`config.mk`:
```
export PLATFORM = sky130hd
export DESIGN_NAME = dram_access_ctrl
export DESIGN_NICKNAME = d
export VERILOG_FILES = /design/src/rtl/dram_access_ctrl.sv
export SDC_FILE = /design/constraint.sdc
export NUM_CORES = 1
export LEC_CHECK = 0
export CAP_MARGIN = 20
export CORE_ASPECT_RATIO = 1.75
export CORE_MARGIN = 10
export CORE_UTILIZATION = 49
export DETAILED_ROUTE_END_ITERATION = 12
export PLACE_DENSITY = 0.83
export SLEW_MARGIN = 25
export SYNTH_ARGS = -nofsm -noshare
export SYNTH_HDL_FRONTEND = slang
export SYNTH_SLANG_ARGS = --single-unit
```
`constraint.sdc`:
```
create_clock -name CLK -period 4 [get_ports CLK]
set_input_delay 0.6 -clock CLK [delete_from_list [all_inputs] [get_ports CLK]]
set_output_delay 0.6 -clock CLK [all_outputs]
set_load 0.01 [all_outputs]
```
`src/rtl/dram_access_ctrl.sv`:
```
// DRAM access controller: turns byte/half/word loads and stores into 32-bit backend transactions.
// Optional feature macro: DRAM_WSTRB_EN (adds mem_wstrb, sub-word stores become single strobed writes).
module dram_access_ctrl #(
    parameter int unsigned ADDR_W = 26
) (
    input  logic              CLK,
    input  logic              RST,
    input  logic              w_dram_le,
    input  logic [31:0]       w_dram_addr,
    input  logic [31:0]       w_dram_wdata,
    input  logic              w_dram_we_t,
    input  logic [2:0]        w_dram_ctrl,
    output logic [31:0]       w_dram_odata,
    output logic              w_dram_busy,
    output logic              w_dram_err,
    output logic              mem_req,
    output logic              mem_we,
    output logic [ADDR_W-1:0] mem_addr,
    output logic [31:0]       mem_wdata,
    input  logic              mem_ready,
    input  logic              mem_rvalid,
    input  logic [31:0]       mem_rdata
`ifdef DRAM_WSTRB_EN
    ,
    output logic [3:0]        mem_wstrb
`endif
);

    localparam int unsigned LANE_W = 2;
    localparam int unsigned HALF_W = 16;
    localparam logic [1:0]  SZ_B   = 2'b00;
    localparam logic [1:0]  SZ_H   = 2'b01;

    typedef enum logic [1:0] {
        IDLE,
        RD_REQ,
        RD_WAIT,
        WR_REQ
    } state_t;

    state_t             state;
    logic [LANE_W-1:0]  lane_q;
    logic [2:0]         ctrl_q;
    logic               we_q;
`ifndef DRAM_WSTRB_EN
    logic [HALF_W-1:0]  wdata_q;
`endif

    logic               req_bad;
    logic               direct_wr;
    logic [31:0]        st_data;
`ifdef DRAM_WSTRB_EN
    logic [3:0]         st_strb;
`endif

    // Upper byte-address bits beyond the backend word address are not decoded.
    logic unused_addr_hi;
    assign unused_addr_hi = ^w_dram_addr[31:ADDR_W+2];

    // Extract the addressed lane and extend it according to funct3.
    function automatic logic [31:0] load_ext(input logic [31:0] w,
                                             input logic [LANE_W-1:0] lane,
                                             input logic [2:0] f);
        logic [7:0]        b;
        logic [HALF_W-1:0] h;
        logic [31:0]       r;
        case (lane)
            2'd0:    b = w[7:0];
            2'd1:    b = w[15:8];
            2'd2:    b = w[23:16];
            default: b = w[31:24];
        endcase
        h = lane[1] ? w[31:16] : w[15:0];
        case (f)
            3'b000:  r = {{24{b[7]}}, b};
            3'b100:  r = {24'd0, b};
            3'b001:  r = {{16{h[15]}}, h};
            3'b101:  r = {16'd0, h};
            default: r = w;
        endcase
        return r;
    endfunction

`ifndef DRAM_WSTRB_EN
    // Replace the addressed byte/half of the read word with the store data.
    function automatic logic [31:0] merge_lane(input logic [31:0] w,
                                               input logic [HALF_W-1:0] d,
                                               input logic [LANE_W-1:0] lane,
                                               input logic half);
        logic [31:0] m;
        m = w;
        if (half) begin
            if (lane[1]) m[31:16] = d;
            else         m[15:0]  = d;
        end else begin
            case (lane)
                2'd0:    m[7:0]   = d[7:0];
                2'd1:    m[15:8]  = d[7:0];
                2'd2:    m[23:16] = d[7:0];
                default: m[31:24] = d[7:0];
            endcase
        end
        return m;
    endfunction
`endif

    // Launch-time legality check and store payload formatting.
    always_comb begin
        req_bad   = 1'b0;
        direct_wr = 1'b0;
        st_data   = w_dram_wdata;
`ifdef DRAM_WSTRB_EN
        st_strb   = 4'b1111;
`endif
        case (w_dram_ctrl)
            3'b011, 3'b110, 3'b111: req_bad = 1'b1;
            3'b001, 3'b101:         req_bad = w_dram_addr[0];
            3'b010:                 req_bad = |w_dram_addr[1:0];
            default:                req_bad = 1'b0;
        endcase
`ifdef DRAM_WSTRB_EN
        direct_wr = 1'b1;
        case (w_dram_ctrl[1:0])
            SZ_B: begin
                st_data = {4{w_dram_wdata[7:0]}};
                st_strb = 4'(4'b0001 << w_dram_addr[1:0]);
            end
            SZ_H: begin
                st_data = {2{w_dram_wdata[15:0]}};
                st_strb = w_dram_addr[1] ? 4'b1100 : 4'b0011;
            end
            default: begin
                st_data = w_dram_wdata;
                st_strb = 4'b1111;
            end
        endcase
`else
        direct_wr = (w_dram_ctrl[1:0] != SZ_B) && (w_dram_ctrl[1:0] != SZ_H);
`endif
    end

    // Request FSM with registered outputs.
    always_ff @(posedge CLK) begin
        if (RST) begin
            state        <= IDLE;
            mem_req      <= 1'b0;
            mem_we       <= 1'b0;
            mem_addr     <= '0;
            mem_wdata    <= '0;
            w_dram_busy  <= 1'b0;
            w_dram_err   <= 1'b0;
            w_dram_odata <= '0;
            lane_q       <= '0;
            ctrl_q       <= '0;
            we_q         <= 1'b0;
`ifdef DRAM_WSTRB_EN
            mem_wstrb    <= '0;
`else
            wdata_q      <= '0;
`endif
        end else begin
            w_dram_err <= 1'b0;
            case (state)
                IDLE: begin
                    if (w_dram_le) begin
                        if (req_bad) begin
                            w_dram_err <= 1'b1;
                        end else begin
                            lane_q      <= w_dram_addr[1:0];
                            ctrl_q      <= w_dram_ctrl;
                            we_q        <= w_dram_we_t;
`ifndef DRAM_WSTRB_EN
                            wdata_q     <= w_dram_wdata[15:0];
`endif
                            mem_addr    <= w_dram_addr[ADDR_W+1:2];
                            mem_req     <= 1'b1;
                            w_dram_busy <= 1'b1;
                            if (w_dram_we_t && direct_wr) begin
                                mem_we    <= 1'b1;
                                mem_wdata <= st_data;
`ifdef DRAM_WSTRB_EN
                                mem_wstrb <= st_strb;
`endif
                                state     <= WR_REQ;
                            end else begin
                                mem_we    <= 1'b0;
`ifdef DRAM_WSTRB_EN
                                mem_wstrb <= 4'b0000;
`endif
                                state     <= RD_REQ;
                            end
                        end
                    end
                end
                RD_REQ: begin
                    if (mem_ready) begin
                        mem_req <= 1'b0;
                        state   <= RD_WAIT;
                    end
                end
                RD_WAIT: begin
                    if (mem_rvalid) begin
`ifdef DRAM_WSTRB_EN
                        w_dram_odata <= load_ext(mem_rdata, lane_q, ctrl_q);
                        w_dram_busy  <= 1'b0;
                        state        <= IDLE;
`else
                        if (we_q) begin
                            mem_wdata <= merge_lane(mem_rdata, wdata_q, lane_q, ctrl_q[0]);
                            mem_we    <= 1'b1;
                            mem_req   <= 1'b1;
                            state     <= WR_REQ;
                        end else begin
                            w_dram_odata <= load_ext(mem_rdata, lane_q, ctrl_q);
                            w_dram_busy  <= 1'b0;
                            state        <= IDLE;
                        end
`endif
                    end
                end
                WR_REQ: begin
                    if (mem_ready) begin
                        mem_req     <= 1'b0;
                        mem_we      <= 1'b0;
`ifdef DRAM_WSTRB_EN
                        mem_wstrb   <= 4'b0000;
`endif
                        w_dram_busy <= 1'b0;
                        state       <= IDLE;
                    end
                end
                default: begin
                    mem_req     <= 1'b0;
                    mem_we      <= 1'b0;
                    w_dram_busy <= 1'b0;
                    state       <= IDLE;
                end
            endcase
        end
    end

endmodule
```
* Word-level counts from Yosys, hierarchy flattened *
Index checks and enable logic that the tools add are counted.

operators by class
  bitwise operators = 4
  equality and inequality tests = 24
  multiplexer cells = 39
  reduce and logical (&&, ||, !) cells = 21

operator list
  cell                                                                   number
  32-bit 2-to-1 mux                                                      6
  32-bit one-hot mux with 4 select lines                                 1
  32-bit one-hot mux with 2 select lines                                 1
  16-bit 2-to-1 mux                                                      3
  8-bit 2-to-1 mux                                                       4
  8-bit one-hot mux with 3 select lines                                  1
  6-bit AND reduction                                                    3
  2-bit != test, second input constant                                   8
  3-bit equality test, second input constant                             5
  2-bit 2-to-1 mux                                                       7
  1-bit one-hot mux with 3 select lines                                  4
  1-bit 2-to-1 mux                                                       11
  5-bit AND reduction                                                    2
  3-bit OR reduction                                                     3
  2-bit one-hot mux with 4 select lines                                  1
  2-bit equality test, second input constant                             3
  3-bit by 1-bit equality test with 1-bit output, second input constant  2
  3-bit by 2-bit equality test with 1-bit output, second input constant  2
  3-bit AND reduction                                                    2
  2-bit OR reduction                                                     3
  2-bit by 1-bit equality test with 1-bit output, second input constant  2
  2-bit zero test                                                        2
  2-bit by 1-bit != test with 1-bit output, second input constant        2
  1-bit inverter                                                         4
  other kinds (4)                                                        6

storage, ports and cells
  word-level logic and storage cells = 100
  bits of input ports = 105
  bits in registers = 118
  output and inout bits = 94

* Logic depth before layout (Yosys ltp) *
Gate-level depths: netlist of the first run.

  depth after elaboration = 7
  mapped depth = 7
  gate-level depth less buffers = 4

* Worst setup path before layout of the first run *
Ideal clock, no wire load.

  kind = input port to flip-flop
  start = input port w_dram_ctrl[2]
  end = register lane_q[0]
  cell stages on the path = 7
  slack = 1.884 ns
  buffers on the path = 3
  arrival = 1.984 ns
  library setup time = 0.132 ns
  required time = 3.868 ns
  cell sequence = or4_1 > buf_2 > a211o_1 > buf_2 > buf_4 > nand2_1 > a21oi_1

between the ends
  word-level cells in the longest chain between the ends = 5
  elaborated cells between the ends (all ways) = 11
  classes of those cells = eq/ne: 6; mux: 1; bitwise: 1; reduce/logical: 3

RTL lines
  what                                                                    RTL line  text
  start: declaration                                                      12        input logic [2:0] w_dram_ctrl,
  3-bit by 2-bit equality test with 1-bit output (tied with other cells)  115       case (w_dram_ctrl)
  3-bit OR reduction / 2-bit OR reduction (equally long branches)         115
  1-bit one-hot mux with 3 select lines *                                 115
  1-bit inverter (no line) *                                              --
  3-bit AND reduction (no line) *                                         --
  end signal: assignment                                                  169       lane_q <= w_dram_addr[1:0];
  end: declaration                                                        42        logic [LANE_W-1:0] lane_q;

Mark *: on every way between the ends. The rest lies on a longest branch, timed or not.
A chain may end at the register's enable or synchronous reset.

* Final worst setup path of the first run *
  start = input port w_dram_ctrl[2]
  end = register mem_addr[1]

between the ends
  word-level cells in the longest chain between the ends = 5
  elaborated cells between the ends (all ways) = 11
  classes of those cells = eq/ne: 6; mux: 1; bitwise: 1; reduce/logical: 3

RTL lines
  what                                                                    RTL line  text
  3-bit by 2-bit equality test with 1-bit output (tied with other cells)  115
  3-bit OR reduction / 2-bit OR reduction (equally long branches)         115
  1-bit one-hot mux with 3 select lines *                                 115
  1-bit inverter (no line) *                                              --
  3-bit AND reduction (no line) *                                         --
  end signal: assignment                                                  175       mem_addr <= w_dram_addr[ADDR_W+1:2];
  end: declaration                                                        18        output logic [ADDR_W-1:0] mem_addr,

Marked as above.

==> results.py, run 1 <==
metrics = {
    "job": {
        "maxCapViolCount": 0,
    },
    "detailed_routing": {
        "dr_total_vias": 5968,
        "drt-pass1-iter-count": 5,
        "ant_nets": 0,
        "wire_per_inst_um": 21.0,
        "viasPerCell": 5.94,
        "routed_wl_mm": 21.1,
        "drc": 0,
        "detail_route.iter0.violations": 431,
    },
    "placement": {
        "dp_cells": 973,
        "port_buffers": 194,
        "gp_congestion": 0.908,
        "dp_slack_ns": 1.00,
        "dpl.hpwl_mm": 15.6,
    },
    "die": {
        "dieArea_mm2": 0.0162,
        "core_mm2": 0.0111,
        "die_x_um": 101,
        "ios": 199,
        "chipHeight_um": 161,
        "start_util": 0.501,
        "rows": 51,
    },
    "timing": {
        "rsz0062_at_grt": "no",
        "relSlewSlack": 0.448,
        "min_period_ns": 2.58,
        "final_hold_viol_count": 0,
        "setup_violations": 0,
        "clock_skew_ns": 0.00666,
        "fin_crit_sh": 0.646,
        "fmax_mhz": 387,
        "tns_ns": 0,
        "tightest_slew_ns": 0.829,
        "fin_ws_ns": 1.42,
        "drv_slew": 0,
    },
    "synthesis": {
        "async_flop_share": 0,
        "synth_warnings": 0,
        "avgSynthCellArea_um2": 7.99,
        "ys_seq_elements": 118,
        "post-synth-top-count-cell": "nand2_1",
        "synth_cell_types": 52,
        "ys_top_cells_by_area": "dfxtp_1 42%, nand2_1 11%, a21oi_1 7.8%, o21ai_0 4.2%, a32o_1 3.1%",
        "syn_inst": 696,
        "synth_area_mm2": 0.00556,
        "synth_edf_count": 0,
        "synth_top_cells_by_count": "157 x nand2_1, 118 x dfxtp_1, 87 x a21oi_1",
        "syn_nets": 801,
        "synth_top_cell_by_area": "dfxtp_1",
        "synth_seq_area_share": 0.425,
        "yosys_most_used_dff": "dfxtp_1",
        "yosysTopAreaCellShare": 0.425,
    },
    "critical_path": {
        "worstSetupPathType": "in2reg",
        "worstSetupEndpointType": "flop",
        "worstPathCellList": "clkdlybuf4s50_1 > or4_1 > a211o_1 > buf_4 > nand2_1 > a21oi_1",
        "worstPathArrival_ns": 2.84,
        "r2r_cells": 4,
        "timing.critical_path.slowest_stage_cell": "or4_1",
        "crit_path_start_kind": "input pin",
        "rr_endpoint": "w_dram_odata[16]",
        "max_stage_delay_ns": 0.69,
        "crit_fanout": 29,
        "r2r_start": "lane_q[1]",
        "reg2reg_slack_ns": 1.42,
        "cp.required_ns": 4.26,
    },
    "power": {
        "powerDensity_mw_per_mm2": 410,
        "vdd_drop_max_mv": 0.410,
        "leakage_nw": 2.86,
    },
    "cts": {
        "cts_resized": 0,
        "cts.sink_count": 118,
        "path_clk_slew_ns": 0.05,
        "h-tree-depth": 4,
        "holdBufCountCts": 0,
        "cts_buffers": 17,
        "cts_tree": "done",
        "clockRootBuffer": "clkbuf_16",
        "clkLatencyLatePin_ns": 0.41,
        "post_cts_buffers": 0,
        "cts_buffer_depth": 2,
    },
    "hold_path": {
        "whs_path_depth": 2,
        "hold_start": "mem_addr[9]",
        "hold_path_class": "reg2reg",
        "hold_end": "mem_addr[9]",
    },
    "global_route": {
        "grt_max_degree": 78,
        "antenna_found_initial": 0,
        "grt_pass1_vias": 6149,
        "grt_pass1_wl_mm": 33.1,
        "overflow": 0,
        "grt_util_all_layers": 0.256,
    },
    "final_layout": {
        "fin_nets": 965,
        "antenna_cells": 0,
        "finalNonFillerCells": 1005,
        "fillers": 896,
        "drive_above_1_share": 0.0848,
        "areaGrowthSynthToFinish_pct": 45.0,
    },
    "run_status": {
        "status": "completed",
    },
}
## layer usage
layer / up-vias / global-route usage / routed length (µm)
li1: 2812 / - / -
met1: 2775 / 0.263 / 7180
met2: 313 / 0.446 / 11100
met3: 68 / 0.0898 / 1900
met4: 0 / 0.123 / 910
met5: - / 0 / 0
## worst max-delay path, delay by kind of cell
kind	cells	cell delay, ns
AOI/OAI and AO/OA	2	0.65
buffers and inverters	2	0.77
and+or+nand+nor	2	0.80
## report_power, final
part | internal, mW | switching [mW]
clock | 0.945 | 0.544
sequential | 1.23 | 0.0500
combinational | 0.264 | 0.267
total | 2.44 | 0.861
## area by class of cell
cell class / instances / area (µm²) / share of cell area
repair buffers: 205 / 2020 / 0.251
flip-flops and latches: 118 / 2360 / 0.293
well taps: 132 / 165 / 0.0205
clock inverters: 12 / 129 / 0.0160
inverters: 5 / 18.8 / 0.00233
clock buffers: 20 / 457 / 0.0567
multi-input cells: 513 / 2910 / 0.361
## state kept, by name, indices dropped and copies added (netlist names), 2 cells and up
register,count
mem_wdata,32
w_dram_odata,32
mem_addr,26
wdata_q,16
ctrl_q,3
lane_q,2
state,2
## metrics by stage
stage / hold slack (ns) / area (µm²) / total power, mW / util
after floorplan: 0.436 / 5560 / 1.55 / -
after global placement: 0.441 / 7470 / 1.81 / 0.673
after detailed placement: 0.448 / 7470 / 1.83 / 0.673
after CTS: 0.454 / 8060 / 3.31 / 0.726
after global routing: 0.473 / 8060 / 3.42 / 0.726
final: 0.454 / 8060 / 3.30 / 0.726
## logic make-up after synthesis
logic type,share of synthesized area
AOI/OAI and AO/OA,0.267
buffers and inverters,0.0542
DFF,0.425
muxes,0.0448
and+or+nand+nor,0.209
## worst max path at each step
stage / start / to / slack [ns] / cells after the start
after global routing: lane_q[1] / mem_wdata[26] / 1.25 / 4
final: w_dram_ctrl[2] / mem_addr[1] / 1.42 / 6
after global placement: w_dram_ctrl[2] / mem_we / 1.07 / 6
after detailed placement: w_dram_ctrl[2] / mem_addr[1] / 1.00 / 6
after floorplan: w_dram_ctrl[2] / lane_q[0] / 1.88 / 7
after CTS: ctrl_q[0] / w_dram_odata[5] / 1.19 / 4
## cells in the final DEF, fill, tap and decap left out, types with 6 or more instances in the layout
master and n:
o21ai_0 47, o22a_1 11, nor2_1 41, a32o_1 17
nor3b_1 7, nand3_1 19, nand2_1 157, a31o_2 12
a2111oi_0 8, clkinvlp_4 6, buf_4 11, clkbuf_16 17
a21oi_1 87, mux2i_1 17, nor3_1 7, a311o_1 8
clkdlybuf4s50_1 193, nor2b_1 7, dfxtp_1 118, o2bb2ai_1 8
Power figures use the tool's default switching activity.
==> run 2: changes to the inputs <==
Settings changed: CORE_UTILIZATION 49 to 45, PLACE_DENSITY 0.83 to 0.77.
Clock period 4 ns to 2.7 ns, I/O delays scaled along.
==> results.py, run 2 (synthesis results as in run 1) <==
metrics = {
    "timing": {
        "setup_violations": 0,
        "drv_slew": 0,
        "fmax_mhz": 454,
        "rsz0062_at_grt": "no",
        "fin_crit_sh": 0.816,
        "clock_skew_ns": 0.00843,
        "final_hold_viol_count": 0,
        "relSlewSlack": 0.455,
        "fin_ws_ns": 0.496,
        "tns_ns": 0,
        "tightest_slew_ns": 0.817,
        "min_period_ns": 2.20,
    },
    "cts": {
        "path_clk_slew_ns": 0.06,
        "holdBufCountCts": 0,
        "cts.sink_count": 118,
        "cts_buffers": 17,
        "post_cts_buffers": 0,
        "cts_resized": 0,
        "cts_tree": "done",
        "clkLatencyLatePin_ns": 0.42,
        "h-tree-depth": 4,
        "clockRootBuffer": "clkbuf_16",
        "cts_buffer_depth": 2,
    },
    "critical_path": {
        "worstSetupPathType": "reg2reg",
        "crit_fanout": 13,
        "crit_path_start_kind": "flop",
        "cp.required_ns": 3.01,
        "worstPathArrival_ns": 2.51,
        "worstSetupEndpointType": "flop",
    },
    "placement": {
        "dpl.hpwl_mm": 16.0,
        "dp_cells": 1019,
        "gp_congestion": 0.915,
        "dp_slack_ns": 0.204,
        "port_buffers": 194,
    },
    "detailed_routing": {
        "drc": 0,
        "wire_per_inst_um": 20.3,
        "routed_wl_mm": 21.4,
        "drt-pass1-iter-count": 6,
        "viasPerCell": 5.77,
        "detail_route.iter0.violations": 413,
        "dr_total_vias": 6073,
        "ant_nets": 0,
    },
    "power": {
        "power_mw": 5.01,
        "vdd_drop_max_mv": 0.509,
        "leakage_nw": 2.95,
        "powerDensity_mw_per_mm2": 609,
    },
    "die": {
        "dieArea_mm2": 0.0174,
        "ios": 199,
        "start_util": 0.461,
        "rows": 53,
        "chipHeight_um": 167,
        "die_x_um": 104,
        "core_mm2": 0.0121,
    },
    "global_route": {
        "grt_pass1_wl_mm": 33.5,
        "antenna_found_initial": 1,
        "grt_util_all_layers": 0.238,
        "overflow": 0,
        "grt_pass1_vias": 6169,
        "grt_max_degree": 78,
    },
    "job": {
        "maxCapViolCount": 0,
    },
    "final_layout": {
        "areaGrowthSynthToFinish_pct": 48.0,
        "final_cell_mix": "193 x clkdlybuf4s50_1, 157 x nand2_1, 118 x dfxtp_1",
        "final_common_cell": "clkdlybuf4s50_1",
        "fin_nets": 978,
        "reg_top3": "mem_wdata: 32 flops, w_dram_odata: 32 flops, mem_addr: 26 flops",
        "finalNonFillerCells": 1052,
        "drive_above_1_share": 0.0982,
    },
    "run_status": {
        "status": "completed",
    },
    "hold_path": {
        "hold_path_class": "reg2reg",
    },
}
[run 2: cell types whose count changed in the layout (fill, tap and decap cells not counted), moves of 2 or more]
cell        previous run  this run
buf_4                 11        23
clkbuf_8               2         0
clkinv_4               1         3
clkinvlp_4             6         2
inv_6                  0         3
[run 2: worst max-delay path, stage by stage, from the launching register on]
cell and delay, ns:
dfxtp_1 0.56, nor2b_2 0.52, o21ai_1 0.37, or2_2 0.39
a32o_1 0.25
[run 2: through the flow]
stage | util | hold WS, ns | cell area [µm²]
after floorplan | - | 0.436 | 5560
after global placement | 0.632 | 0.441 | 7620
after detailed placement | 0.632 | 0.447 | 7620
after CTS | 0.682 | 0.455 | 8230
after global routing | 0.682 | 0.471 | 8230
final | 0.682 | 0.455 | 8230
[run 2: layout make-up]
| type | count | area (µm²) |
|---|---|---|
| Antenna cell | 1 | 2.50 |
| Clock buffer | 17 | 425 |
| Clock inverter | 15 | 178 |
| Fill cell | 1024 | 3840 |
| Inverter | 5 | 18.8 |
| Multi-Input combinational cell | 513 | 2910 |
| Sequential cell | 118 | 2360 |
| Tap cell | 165 | 206 |
| Timing Repair Buffer | 218 | 2130 |
[run 2: routing by layer]
metal,track usage,wire length (µm)
met1,0.240,7690
met2,0.426,11100
met3,0.0734,1650
met4,0.129,972
met5,0,0
[run 2: power breakdown]
part           internal [mW]  switching, mW  total (mW)
clock network           1.45          0.862        2.31
registers               1.82         0.0657        1.89
logic                  0.406          0.402       0.808
[run 2: final timing paths]
path	from	endpoint	slack [ns]	depth (start not counted)
worst max-delay path	state[1]	mem_wdata[14]	0.50	4
worst min-delay path	wdata_q[10]	wdata_q[10]	0.45	2
worst max register to register	state[1]	mem_wdata[14]	0.50	4
worst min register to register	wdata_q[10]	wdata_q[10]	0.45	2
